`config.mk`:
```
export PLATFORM = sky130hd
export DESIGN_NAME = bcd_display_scanner
export DESIGN_NICKNAME = d
export VERILOG_FILES = /design/src/rtl/bcd_display_scanner.sv
export SDC_FILE = /design/constraint.sdc
export NUM_CORES = 1
export LEC_CHECK = 0
export ABC_AREA = 1
export BUFFER_PORTS_ARGS = -buffer_cell sky130_fd_sc_hd__buf_4
export CORE_AREA = 5 5 92 102
export DETAILED_ROUTE_END_ITERATION = 10
export DIE_AREA = 0 0 97 107
export PLACE_DENSITY_LB_ADDON = 0.2
export SLEW_MARGIN = 20
export SYNTH_ARGS = -nofsm -noshare
export SYNTH_HDL_FRONTEND = slang
export SYNTH_SLANG_ARGS = --single-unit
```
`constraint.sdc`:
```
create_clock -name i_clk -period 2.4 [get_ports i_clk]
set_input_delay 0.48 -clock i_clk [delete_from_list [all_inputs] [get_ports i_clk]]
set_output_delay 0.48 -clock i_clk [all_outputs]
set_load 0.005 [all_outputs]
```
`src/rtl/bcd_display_scanner.sv`:
```
// Snapshots N packed BCD digits, converts them to 7-segment patterns and shifts
// the frame out serially with a trailing latch pulse. BCD_SCAN_DP_EN adds a decimal point bit.
module bcd_display_scanner #(
   parameter int NUM_DIGITS = 6,
   parameter int SCLK_HALF  = 1,
   parameter int LZ_BLANK   = 0
) (
   input  logic                      i_clk,
   input  logic                      i_reset,
   input  logic                      i_en,
   input  logic                      i_refresh,
   input  logic [4*NUM_DIGITS-1:0]   i_digits,
   input  logic [NUM_DIGITS-1:0]     i_blank_mask,
`ifdef BCD_SCAN_DP_EN
   input  logic [NUM_DIGITS-1:0]     i_dp_mask,
`endif
   output logic                      o_sdata,
   output logic                      o_sclk,
   output logic                      o_latch,
   output logic                      o_busy,
   output logic                      o_done
);

`ifdef BCD_SCAN_DP_EN
   localparam int SEG_BITS = 8;
`else
   localparam int SEG_BITS = 7;
`endif
   localparam int FRAME_BITS = NUM_DIGITS * SEG_BITS;
   localparam int BIT_W      = $clog2(FRAME_BITS + 1);
   localparam logic [7:0]       HC_LAST  = 8'(SCLK_HALF - 1);
   localparam logic [BIT_W-1:0] BIT_LAST = BIT_W'(FRAME_BITS - 1);

   typedef enum logic [2:0] {IDLE, LOAD, SHIFT, LATCH, DONE} state_t;

   state_t                  state_q;
   logic [FRAME_BITS-1:0]   sr_q;
   logic [FRAME_BITS-1:0]   frame_d;
   logic [7:0]              hcnt_q;
   logic [BIT_W-1:0]        bit_q;
   logic                    sdata_q, sclk_q, latch_q, busy_q, done_q;
   logic [NUM_DIGITS-1:0]   lz_w, kill_w;
   logic                    lead_w;
   logic [6:0]              seg_w;

   function automatic logic [6:0] seg7(input logic [3:0] d);
      case (d)
         4'd0: seg7 = 7'h3F;
         4'd1: seg7 = 7'h06;
         4'd2: seg7 = 7'h5B;
         4'd3: seg7 = 7'h4F;
         4'd4: seg7 = 7'h66;
         4'd5: seg7 = 7'h6D;
         4'd6: seg7 = 7'h7D;
         4'd7: seg7 = 7'h07;
         4'd8: seg7 = 7'h7F;
         4'd9: seg7 = 7'h6F;
         default: seg7 = 7'h00;
      endcase
   endfunction

   // Frame image built from the live inputs; it is captured only in LOAD.
   always_comb begin
      lead_w  = 1'b1;
      lz_w    = '0;
      kill_w  = '0;
      seg_w   = '0;
      frame_d = '0;
      for (int k = NUM_DIGITS - 1; k >= 1; k--) begin
         if (i_digits[4*k +: 4] != 4'd0) lead_w = 1'b0;
         lz_w[k] = lead_w && (LZ_BLANK != 0);
      end
      for (int k = 0; k < NUM_DIGITS; k++) begin
         kill_w[k] = i_blank_mask[k] | ~i_en;
         seg_w = (kill_w[k] | lz_w[k]) ? 7'h00 : seg7(i_digits[4*k +: 4]);
         frame_d[k*SEG_BITS +: 7] = seg_w;
`ifdef BCD_SCAN_DP_EN
         frame_d[k*SEG_BITS + 7] = i_dp_mask[k] & ~kill_w[k];
`endif
      end
   end

   always_ff @(posedge i_clk or posedge i_reset) begin
      if (i_reset) begin
         state_q <= IDLE;
         sr_q    <= '0;
         hcnt_q  <= '0;
         bit_q   <= '0;
         sdata_q <= 1'b0;
         sclk_q  <= 1'b0;
         latch_q <= 1'b0;
         busy_q  <= 1'b0;
         done_q  <= 1'b0;
      end else begin
         case (state_q)
            IDLE: if (i_refresh) begin
               state_q <= LOAD;
               busy_q  <= 1'b1;
            end
            LOAD: begin
               sr_q    <= frame_d << 1;
               sdata_q <= frame_d[FRAME_BITS-1];
               hcnt_q  <= '0;
               bit_q   <= '0;
               sclk_q  <= 1'b0;
               state_q <= SHIFT;
            end
            SHIFT: begin
               if (hcnt_q == HC_LAST) begin
                  hcnt_q <= '0;
                  if (!sclk_q) begin
                     sclk_q <= 1'b1;
                  end else begin
                     // Falling edge closes one bit; data only changes while sclk is low.
                     sclk_q <= 1'b0;
                     if (bit_q == BIT_LAST) begin
                        state_q <= LATCH;
                        latch_q <= 1'b1;
                        sdata_q <= 1'b0;
                     end else begin
                        bit_q   <= bit_q + 1'b1;
                        sdata_q <= sr_q[FRAME_BITS-1];
                        sr_q    <= sr_q << 1;
                     end
                  end
               end else begin
                  hcnt_q <= hcnt_q + 8'd1;
               end
            end
            LATCH: begin
               if (hcnt_q == HC_LAST) begin
                  hcnt_q  <= '0;
                  latch_q <= 1'b0;
                  done_q  <= 1'b1;
                  state_q <= DONE;
               end else begin
                  hcnt_q <= hcnt_q + 8'd1;
               end
            end
            DONE: begin
               done_q  <= 1'b0;
               busy_q  <= 1'b0;
               state_q <= IDLE;
            end
            default: state_q <= IDLE;
         endcase
      end
   end

   assign o_sdata = sdata_q;
   assign o_sclk  = sclk_q;
   assign o_latch = latch_q;
   assign o_busy  = busy_q;
   assign o_done  = done_q;

endmodule

```
==> out/metrics.yaml <==
clockBufferDepth: 2
vias_per_cell: 5.13
avgSynthCellArea_um2: 6.83
multiInputGateArea_mm2: 0.00249
worst-path-buf-inv: 1
drcViolationCount: 0
wirelength_um: 9760
yosysMostFrequentCell: "nand2_1"
peakVddDrop_mv: 0.641
skew_ns: 0.0127
cap_violations: 0
cellPowerDensity_mw_per_mm2: 959
ys_seq_elements: 63
synth-async-reset-ratio_pct: 100
num_vias: 4095
crit_required_ns: 2.68
ios: 39
relSlewSlack_pct: 47.1
path_max_fanout: 34
drv_slew: 0
syn_nets: 713
endpoint_kind: "flip-flop"
synth_commonest_cells: "286 x nand2_1, 81 x nand3_1, 63 x dfrtp_1"
num_antenna_cells: 0
seqCellArea_mm2: 0.00158
rsz0062_at_grt: "no"
antenna_found_initial: 0
crit_path_cell_trace: "inv_2 -> nand2_2 -> nor2_4 -> a21oi_1 -> nor2_4 -> nand2_1 -> nand2_1"
cp.arrival_ns: 2.43
hold_violations: 0
p_total_mw: 4.81
finalCriticalPeriod_ns: 2.15
grt_max_degree: 64
yosys-top-cells-area: "dfrtp_1 36%, nand2_1 24%, ha_1 10%"
drt_pass1_iterations: 4
postCtsSetupBuffers: 0
p_leak_nw: 2.84
fin_crit_sh_pct: 89.5
detailed_place_hpwl_um: 6900
worstHoldPathType: "in2async"
worstReg2RegStart: "state_q[2]$_DFFE_PP0P_"
hold_buffers: 0
first_global_vias: 3871
dieArea_mm2: 0.0104
cts_tree: "done"
place_inst: 782
startpoint_type: "flip-flop"
ant_nets: 0
cp_slowest_cell: "nor2_4"
nFillCells: 781
outcome: "finished, final reports clean"
grt_pass1_wl_um: 17100
cts_buffers: 9
final_util_pct: 60.6
drive_gt1_share_pct: 11.1
synth_top_area_share_pct: 35.9
cts-root-buf: "clkbuf_8"
gp_congestion: 0.805
dpl_worst_slack_ns: 0.291
setup_ws_ns: 0.252
netlist_instances: 644
area_growth_pct: 14.1
grt.total_usage_pct: 19.8
setup_tns_ns: 0
cts_htree_levels: 3
cts.reportedPaths.clkPinSlew_ns: 0.08
fin_nets: 751
synthDistinctLibCells: 28
yosysSeqAreaShare_pct: 35.9
cpLargestDelayFamily: "simple AND/OR/NAND/NOR gates"
synth-edff-count: 0
yosysWarnings: 0
cp_slowest_stage_delay_ns: 0.66
synth_area_mm2: 0.00440
cts_resized: 0
final_cells: 798
drtIter0Drc: 198
ys.flop_type: "dfrtp_1"
die_y_um: 107
cts_sinks: 63
setup_viol: 0
worstSetupPathType: "reg2reg"
routedWlPerCell_um: 12.2
grt-ovfl-total: 0
core_area_mm2: 0.00828
die_x_um: 97
rows: 35
r2r_cells: 7
timing.fmax_mhz: 466
yosysTopAreaCell: "dfrtp_1"
worstSkewPairLatency_ns: 0.35
r2r_end: "sr_q[8]$_DFFE_PP0P_"
regToRegSetupSlack_ns: 0.25
start_util_pct: 53.1
worst_slew_pin_slew_ns: 0.792
port_buffers: 38
## routing by layer
| metal | track usage [%] | share of wire [%] |
|---|---|---|
| met1 | 23.7 | 45 |
| met2 | 35.8 | 51 |
| met3 | 3.84 | 3.2 |
| met4 | 6.02 | 1.5 |
| met5 | 0 | 0 |
## where the power goes
part	total, mW	internal, mW	switching [mW]
Clock	1.07	0.618	0.453
Combinational	2.20	0.686	1.51
Sequential	1.54	1.35	0.191
## worst register-to-register path: cells and delay by family (launching register included)
family          cells  cell delay, ns
flops               1            0.43
buf+inv             1            0.10
compound gates      1            0.20
simple gates        5            1.36
## sequential cells by signal, indices dropped and copies added (netlist names)
register,count
state_q,3
hcnt_q,8
o_latch,1
o_done,1
o_sdata,1
bit_q,6
sr_q,41
o_sclk,1
o_busy,1
## metrics by stage
step	instance area, µm²	hold WS, ns
final	5020	0.180
after global routing	5020	0.223
after CTS	5020	0.198
after detailed placement	4790	0.465
after global placement	4790	0.454
after floorplan	4400	0.442
## how the worst max path moves through the flow
stage                                start                   end  slack [ns]  cells past startpoint
CTS                 state_q[2]$_DFFE_PP0P_   sr_q[8]$_DFFE_PP0P_        0.22                      7
global placement    state_q[2]$_DFFE_PP0P_   sr_q[4]$_DFFE_PP0P_        0.34                      7
global route         hcnt_q[0]$_DFFE_PP0P_   sr_q[4]$_DFFE_PP0P_        0.02                     10
floorplan                          i_reset  bit_q[0]$_DFFE_PP0P_        0.35                      1
detailed placement  state_q[2]$_DFFE_PP0P_  sr_q[22]$_DFFE_PP0P_        0.29                      7
finish              state_q[2]$_DFFE_PP0P_   sr_q[8]$_DFFE_PP0P_        0.25                      7
## cell families (layout without fill, tap and decap cells)
group | after synthesis | after routing | share of synthesized area, %
XOR/XNOR | 5 | 5 | 0.996
buffers and inverters | 76 | 119 | 7.48
AO/OA/AOI/OAI | 26 | 26 | 3.36
flip-flops | 63 | 63 | 35.9
adder cells (fa/ha/maj) | 35 | 35 | 9.96
AND/OR/NAND/NOR | 439 | 439 | 42.3
## cell type report
cell class / count / share of cell area (%)
clock buffers: 10 / 2.74
flip-flops and latches: 63 / 31.4
multi-input cells: 505 / 49.7
repair buffers: 45 / 7.23
inverters: 58 / 4.34
well taps: 111 / 2.77
clock inverters: 6 / 1.85
## placed cells by master, fill, tap and decap left out, drive strengths merged, types with 3 or more instances in the layout
cell type,n
buf,45
o22ai,3
a21oi,3
nand3,82
xor2,4
nand4,24
clkbuf,10
inv,59
ha,35
nand2,289
o21ai,15
nor2,34
or2,7
dfrtp,63
(Power assumes the default switching activity.)
